==> config.mk <==
export PLATFORM = sky130hd
export DESIGN_NAME = master_port
export DESIGN_NICKNAME = d
export VERILOG_FILES = /design/src/rtl/bus_pkg.sv /design/src/rtl/piso_shift.sv /design/src/rtl/master_port.sv
export SDC_FILE = /design/constraint.sdc
export NUM_CORES = 1
export LEC_CHECK = 0
export ABC_AREA = 1
export CAP_MARGIN = 15
export CORE_MARGIN = 4
export CORE_UTILIZATION = 35
export CTS_BUF_LIST = sky130_fd_sc_hd__clkbuf_2
export DETAILED_ROUTE_END_ITERATION = 16
export MAX_ROUTING_LAYER = met4
export PLACE_DENSITY = 0.6
export SLEW_MARGIN = 20
export SYNTH_ARGS = -nofsm -noshare
export SYNTH_HDL_FRONTEND = slang
export SYNTH_SLANG_ARGS = --single-unit
==> constraint.sdc <==
create_clock -name clk -period 1.4 [get_ports clk]
set_input_delay 0.28 -clock clk [delete_from_list [all_inputs] [get_ports clk]]
set_output_delay 0.28 -clock clk [all_outputs]
set_load 0.02 [all_outputs]
==> src/rtl/bus_pkg.sv <==
// Shared definitions for the bit-serial system bus master port.
// The SPLIT state exists only when MASTER_SPLIT_EN is defined.
package bus_pkg;

    localparam int unsigned ADDR_WIDTH_DEF = 12;
    localparam int unsigned DATA_WIDTH_DEF = 8;
    localparam int unsigned BIT_CNT_W      = 4;

    typedef enum logic [2:0] {
        StIdle,
        StAddr,
        StWdata,
        StRdata,
`ifdef MASTER_SPLIT_EN
        StSplit,
`endif
        StDone
    } master_state_t;

endpackage

==> src/rtl/piso_shift.sv <==
// Parallel-load, shift-right-on-enable register; the LSB is the serial output.
module piso_shift #(
    parameter int unsigned WIDTH = 8
) (
    input  logic             clk,
    input  logic             reset,
    input  logic             load_i,
    input  logic [WIDTH-1:0] data_i,
    input  logic             shift_i,
    output logic             lsb_o
);

    logic [WIDTH-1:0] sr_q;
    logic [WIDTH-1:0] sr_d;

    always_comb begin
        sr_d = sr_q;
        if (load_i) begin
            sr_d = data_i;
        end else if (shift_i) begin
            sr_d = {1'b0, sr_q[WIDTH-1:1]};
        end
    end

    always_ff @(posedge clk) begin
        if (reset) begin
            sr_q <= '0;
        end else begin
            sr_q <= sr_d;
        end
    end

    assign lsb_o = sr_q[0];

endmodule

==> src/rtl/master_port.sv <==
// Bit-serial bus initiator: serialises address/write data, deserialises read data.
// Optional split support is compiled in with the MASTER_SPLIT_EN macro.
module master_port
    import bus_pkg::*;
#(
    parameter int unsigned ADDR_WIDTH = ADDR_WIDTH_DEF,
    parameter int unsigned DATA_WIDTH = DATA_WIDTH_DEF
) (
    input  logic                  clk,
    input  logic                  reset,
    input  logic                  req_valid,
    output logic                  req_ready,
    input  logic                  req_write,
    input  logic [ADDR_WIDTH-1:0] req_addr,
    input  logic [DATA_WIDTH-1:0] req_wdata,
    output logic                  resp_valid,
    output logic [DATA_WIDTH-1:0] resp_rdata,
    output logic                  read_en,
    output logic                  write_en,
    output logic                  master_valid,
    input  logic                  slave_ready,
    input  logic                  slave_valid,
    output logic                  master_ready,
    output logic                  tx_address,
    output logic                  tx_data,
    input  logic                  rx_data,
    input  logic                  split_en
);

    localparam int unsigned DATA_IDX_W = $clog2(DATA_WIDTH);
    localparam logic [BIT_CNT_W-1:0] ADDR_LAST = BIT_CNT_W'(ADDR_WIDTH - 1);
    localparam logic [BIT_CNT_W-1:0] DATA_LAST = BIT_CNT_W'(DATA_WIDTH - 1);

    master_state_t         state_q, state_d;
    logic [BIT_CNT_W-1:0]  cnt_q, cnt_d;
    logic                  write_q, write_d;
    logic [DATA_WIDTH-1:0] rdata_q, rdata_d;
    logic [DATA_WIDTH-1:0] resp_rdata_q, resp_rdata_d;

    logic accept;
    logic addr_shift;
    logic wdata_shift;
    logic addr_lsb;
    logic wdata_lsb;
    logic busy;

`ifndef MASTER_SPLIT_EN
    logic unused_split_en;
    assign unused_split_en = split_en;
`endif

    piso_shift #(
        .WIDTH (ADDR_WIDTH)
    ) u_addr_sr (
        .clk     (clk),
        .reset   (reset),
        .load_i  (accept),
        .data_i  (req_addr),
        .shift_i (addr_shift),
        .lsb_o   (addr_lsb)
    );

    piso_shift #(
        .WIDTH (DATA_WIDTH)
    ) u_wdata_sr (
        .clk     (clk),
        .reset   (reset),
        .load_i  (accept),
        .data_i  (req_wdata),
        .shift_i (wdata_shift),
        .lsb_o   (wdata_lsb)
    );

    always_comb begin
        state_d      = state_q;
        cnt_d        = cnt_q;
        write_d      = write_q;
        rdata_d      = rdata_q;
        resp_rdata_d = resp_rdata_q;
        accept       = 1'b0;
        addr_shift   = 1'b0;
        wdata_shift  = 1'b0;

        unique case (state_q)
            StIdle: begin
                if (req_valid) begin
                    accept  = 1'b1;
                    write_d = req_write;
                    cnt_d   = '0;
                    rdata_d = '0;
                    state_d = StAddr;
                end
            end
            StAddr: begin
                if (slave_ready) begin
                    addr_shift = 1'b1;
                    if (cnt_q == ADDR_LAST) begin
                        cnt_d   = '0;
                        state_d = write_q ? StWdata : StRdata;
                    end else begin
                        cnt_d = cnt_q + 1'b1;
                    end
                end
            end
            StWdata: begin
                if (slave_ready) begin
                    wdata_shift = 1'b1;
                    if (cnt_q == DATA_LAST) begin
                        cnt_d   = '0;
                        state_d = StDone;
                    end else begin
                        cnt_d = cnt_q + 1'b1;
                    end
                end
            end
            StRdata: begin
                // A bit arriving alongside a split request is captured first.
                if (slave_valid) begin
                    rdata_d[cnt_q[DATA_IDX_W-1:0]] = rx_data;
                    if (cnt_q == DATA_LAST) begin
                        cnt_d        = '0;
                        resp_rdata_d = rdata_d;
                        state_d      = StDone;
                    end else begin
                        cnt_d = cnt_q + 1'b1;
                    end
                end
`ifdef MASTER_SPLIT_EN
                else if (split_en) begin
                    state_d = StSplit;
                end
`endif
            end
`ifdef MASTER_SPLIT_EN
            StSplit: begin
                if (!split_en) begin
                    state_d = StRdata;
                end
            end
`endif
            StDone: begin
                state_d = StIdle;
            end
            default: begin
                state_d = StIdle;
            end
        endcase
    end

    always_ff @(posedge clk) begin
        if (reset) begin
            state_q      <= StIdle;
            cnt_q        <= '0;
            write_q      <= 1'b0;
            rdata_q      <= '0;
            resp_rdata_q <= '0;
        end else begin
            state_q      <= state_d;
            cnt_q        <= cnt_d;
            write_q      <= write_d;
            rdata_q      <= rdata_d;
            resp_rdata_q <= resp_rdata_d;
        end
    end

`ifdef MASTER_SPLIT_EN
    assign busy = (state_q == StAddr) || (state_q == StWdata) ||
                  (state_q == StRdata) || (state_q == StSplit);
`else
    assign busy = (state_q == StAddr) || (state_q == StWdata) || (state_q == StRdata);
`endif

    // Every output decodes registered state only; no input reaches an output.
    assign req_ready    = (state_q == StIdle);
    assign master_valid = (state_q == StAddr) || (state_q == StWdata);
    assign master_ready = (state_q == StRdata);
    assign read_en      = busy && !write_q;
    assign write_en     = busy && write_q;
    assign tx_address   = (state_q == StAddr) && addr_lsb;
    assign tx_data      = (state_q == StWdata) && wdata_lsb;
    assign resp_valid   = (state_q == StDone);
    assign resp_rdata   = resp_rdata_q;

endmodule

# After elaboration in Yosys (flattened, before gate mapping)
# Cells that the tools add are included.
# word_totals
output_inout_bits,16
register_bits,44
input_bits,28
word_cells,69
# classes
add_sub_neg,1
n_lt_le_gt_ge,2
n_eq_ne,11
n_reduce_logical,18
mux,30
# op_table
operator,n
8-bit 2-to-1 mux,4
12-bit 2-to-1 mux,2
4-bit 2-to-1 mux,6
3-bit 2-to-1 mux,6
4-bit one-hot mux with 4 select lines,1
8-bit one-hot mux with 2 select lines,1
3-bit one-hot mux with 4 select lines,1
2-bit inequality test (second input constant),5
5-bit AND reduction,2
8-bit bitwise mux,1
1-bit 2-to-1 mux,7
3-bit by 2-bit == test with 1-bit output (second input constant),2
3-bit AND reduction,2
2-bit nonzero test,3
1-bit logical AND,5
4-bit by 1-bit adder with 4-bit output (second input constant),1
4-bit by 3-bit == test with 1-bit output (second input constant),1
4-bit == test (second input constant),1
3-bit by 4-bit less-than comparator with 1-bit output (second input constant),1
4-bit nonzero test,1
1-bit demux with 3-bit select,1
3-bit by 1-bit == test with 1-bit output (second input constant),1
3-bit == test (second input constant),1
3-bit by 1-bit greater-or-equal comparator with 1-bit output (second input constant),1
4 further kinds,5

# Longest topological paths before layout
# Gate-level depths: netlist (run 1).
# logic_depth
word_depth,7
depth_mapped,11
depth_no_buf,10

# By module
# From an unflattened synthesis (run 1), not the netlist that was laid out.
# unflattened
hier_cells,370
hier_area_um2,2421.1
# by_module_without_submodules
mod,area_per_inst_um2,seq_area_each_um2,instances,cells_each
master_port,1386.3,480.5,1,209
piso_shift (u_addr_sr),628.1,240.2,1,98
piso_shift (u_wdata_sr),406.6,160.2,1,63

# Worst setup path after synthesis (run 1)
# OpenSTA, ideal clock, no wires.
# synth_path
path_type,register -> register
startpoint,register state_q[1]
endpoint,register state_q[0]
synth_period_minus_slack_ps,1419
setup_ps,113
path_stages_with_launch,11
required_ps,1287
n_path_buf,1
t_arrival_ps,1306
slack_ps,-19
path_cell_list,dfxtp_1 -> buf_4 -> nand2_1 -> nor2_1 -> nand2_1 -> nand2_1 -> nor2_1 -> nand2_1 -> nand2_1 -> nand2_1 -> nor2_1
# synth_via
elab_chain_len,3
word_cells_on_any_way,11
classes_between,8 x eq/ne; 1 x mux; 2 x reduce/logical
# synth_rtl
element,line,text
"start, declared",master_port.sv:34,"master_state_t state_q, state_d;"
"start signal, assigned",master_port.sv:152,state_q <= StIdle;
"start signal, assigned",master_port.sv:158,state_q <= state_d;
3-bit by 2-bit == test with 1-bit output (*),n/a,
named net master_ready,master_port.sv:23,"output logic master_ready,"
2-bit inequality test (no line),n/a,
5-bit AND reduction (no line),n/a,
# The timed path passes the listed nets; every way through them passes the cells marked *.
# A chain may end at the register's enable or synchronous reset.

# Worst setup path in the final report (run 1)
# layout_path
startpoint,register state_q[0]
endpoint,output tx_data
# layout_via
elab_chain_len,2
# layout_rtl
element,line,text
3-bit by 2-bit == test with 1-bit output,master_port.sv:180,assign tx_data = (state_q == StWdata) && wdata_lsb;
1-bit logical AND,master_port.sv:180,
"end, declared",master_port.sv:25,"output logic tx_data,"
# No other way between the ends.

==> out/summary.txt, run 1 <==
FF+latch count, synth: 44
YS warnings: 0
footprint of the multi-input gates: 0.00152 mm^2
via count: 2456
Synth Area per Inst: 6.86 um^2
worst min path class: primary input to flip-flop
Final Skew: 0.0261 ns
worst path required time: 1.12 ns
DR pass1 iterations: 4
Worst-Margin Slew: 0.323 ns
first-pass GRT wire length: 10.3 mm
Total Neg Setup Slack: -6.40 ns
max cap viols: 0
Hold Path End: u_wdata_sr.sr_q[0]
IO Port Bufs: 42
Final Max Slew Viols: 0
RSZ-0062 raised after global routing: yes
Diodes inserted: 0
Final Core Density: 0.588
distinct cell type count after synthesis: 27
period utilization: 1.20
H-tree Lvls: 2
register area: 902 um^2
power per cell area: 1800 mW/mm^2
flop-to-flop setup slack: -0.24 ns
Final Hold Vio Count: 0
area grow syn2layout: 62.0%
Worst Setup Start Kind: flip-flop
placed cell area: 0.00316 mm^2
grt total ovfl: 0
I/O pin cnt: 44
Crit-path slowest cell: dfxtp_4
total global-route track usage: 0.166
GPL Wtd Cong: 0.852
origin of the critical flop-to-flop path: state_q[0]
Post-Layout Cell Count: 519
layout cell share with drive strength beyond 1: 0.432
CTS Root Cell: clkbuf_2
die height: 89.6 um
crit-path max cell delay: 0.42 ns
crit path kind: flip-flop to primary output
commonest non-fill, non-tap cells in the layout: 91 x nand2_1, 44 x buf_4, 36 x inv_1, 33 x dfxtp_1, 26 x clkdlybuf4s50_1
status: complete, but fails checks
CP arrival: 1.41 ns
Total Nets Final: 470
Starting Density: 0.363
DP HPWL: 4.26 mm
worst setup margin: -0.287 ns
vias in the first global route: 2330
CTS hold repair buffers: 0
Synth Instances: 340
# setup viols final: 44
final WL: 6.26 mm
DRC violations left: 0
Iter 0 DRT Violations: 139
num rows: 29
minimum clock period: 1.69 ns
worst-path fanout max: 5
worst ir drop on vdd: 872 uV
Chip Width: 89.6 um
Post-Syn Area: 0.00233 mm^2
Seq/Total Area, Yosys: 0.378
area of the die: 0.00803 mm^2
hold slack: 0.380 ns
pre-CTS setup slack: -0.293 ns
hold_sp: req_wdata[0]
fill cell count: 577
core area: 0.00642 mm^2
CTS tree: built
CTS sink count: 44
final antenna-violating net count: 0
leakage: 1.65 nW
Slew HR: 0.782
Placed Cells: 492
most common cell after layout, fill and taps aside: nand2_1
fin area: 0.00378 mm^2
initial antenna violation count: 0
clock-pin slew on the worst setup and hold paths: 0.25 ns
Reg2Reg Depth: 14
Synth Net Count: 369
Buf+Inv Stages, Crit Path: 2
hold path depth: 3
Worst-Skew Late Latency: 0.42 ns
Tot Pwr: 6.80 mW
cells along the critical path: buf_12 -> nor2_4 -> nand2_2 -> nor2_1 -> buf_4
Crit. End Element: primary output
mean routed wirelength per cell: 12.1 um
Num CTS Buffers: 5
clk buf depth: 2
Crit path max-delay family: flip-flops
largest net degree at the start of global routing: 17
vias per cell: 4.73
failing checks: negative setup slack
reg-to-reg endpoint: cnt_q[3]
Max Freq: 593 MHz
## metal layers
| metal | vias up | track usage | routed length (um) |
|---|---|---|---|
| met5 | - | - | 0 |
| met4 | 0 | 0.0433 | 41 |
| met3 | 4 | 0.0301 | 258 |
| met2 | 49 | 0.272 | 3210 |
| met1 | 1118 | 0.211 | 2740 |
| li1 | 1285 | - | - |
## flip-flops by register name, summed over array words and instances, names as in the netlist
register and count:
u_wdata_sr.sr_q 8, state_q 3, cnt_q 4, rdata_q 8
u_addr_sr.sr_q 12, resp_rdata 8, write_q 1
## report_power, final
part / switching [mW] / leakage, nW / internal (mW)
Combinational: 2.25 / 1.25 / 2.13
Sequential: 0.165 / 0.364 / 1.50
Clock: 0.445 / 0.0406 / 0.300
Total: 2.86 / 1.65 / 3.93
## synth_stat cells
master      n  area, um^2
a21oi_2     9        78.8
buf_6       1        11.3
o21a_1      1        7.51
o21ai_0    14        70.1
o211ai_1    5        37.5
buf_2       1        5.00
nor2_1     25        93.8
o211ai_2    8         100
inv_1      40         150
inv_4       1        6.26
nor2_4      2        22.5
buf_12      1        20.0
inv_2       4        15.0
nand2_2     1        6.26
nand4_1     2        12.5
nand3_2     2        20.0
dfxtp_1    44         881
a21oi_1    25         125
nand3_1    17        85.1
nor3_1      2        10.0
nand2_1   120         450
nor2_8      1        20.0
clkbuf_1    4        15.0
buf_4       4        30.0
ha_1        1        12.5
or2_2       2        12.5
nand2_4     3        33.8
## worst reg2reg max path: stages, from the launching register on
cell and delay, ns:
dfxtp_4 0.42, buf_12 0.13, nor2_4 0.13, nand2_2 0.08, buf_4 0.14, buf_6 0.10, buf_4 0.12, nand2_2 0.05
inv_2 0.05, nand2_4 0.07, buf_6 0.09, nand3_1 0.06, nand2_1 0.07, nand2_1 0.05, nor2_1 0.07
## kinds of logic (layout without fill, tap and decap cells)
kind of cell,Yosys count,count (layout),synth area share
simple gates,177,177,0.329
compound gates,62,62,0.180
buf+inv,56,158,0.108
flops,44,44,0.378
fa+ha+maj,1,1,0.00536
## area by class of cell
class                   count  area share
flip-flops and latches     44       0.239
clock inverters             3      0.0113
multi-input cells         240       0.402
repair buffers            105       0.267
clock buffers               5     0.00662
inverters                  45      0.0487
well taps                  77      0.0255
## timing repair
action                                  CTS  global route
resized for setup                       134            70
endpoints found under the setup margin   60            60
buffers inserted                         16             7
gates cloned                              0             1
pin swaps                                14            31
## worst max-delay path by stage
stage / slack [ns] / to / from / cells past startpoint
final: -0.29 / tx_data / state_q[0] / 5
after global routing: -0.38 / tx_data / state_q[0] / 5
after CTS: -0.32 / tx_data / state_q[0] / 5
after detailed placement: -0.29 / tx_data / state_q[0] / 5
after global placement: -0.28 / tx_address / state_q[2] / 4
after floorplan: 0.05 / cnt_q[1] / state_q[2] / 9
(Power assumes the default switching activity.)
==> inputs of run 2 (changes only) <==
--- a/config.mk
+++ b/config.mk
@@ -13,7 +13,6 @@
 export DETAILED_ROUTE_END_ITERATION = 16
 export MAX_ROUTING_LAYER = met4
 export PLACE_DENSITY = 0.6
-export SLEW_MARGIN = 20
 export SYNTH_ARGS = -nofsm -noshare
 export SYNTH_HDL_FRONTEND = slang
 export SYNTH_SLANG_ARGS = --single-unit
==> results of run 2 <==
The final DEF is identical to that of run 1; final timing and power are the same.
==> inputs of run 3 (changes only) <==
--- a/config.mk
+++ b/config.mk
@@ -13,6 +13,7 @@
 export DETAILED_ROUTE_END_ITERATION = 16
 export MAX_ROUTING_LAYER = met4
 export PLACE_DENSITY = 0.6
+export SLEW_MARGIN = 20
 export SYNTH_ARGS = -nofsm -noshare
 export SYNTH_HDL_FRONTEND = slang
 export SYNTH_SLANG_ARGS = --single-unit
==> results of run 3 <==
The final DEF is identical to that of run 1; final timing and power are the same.
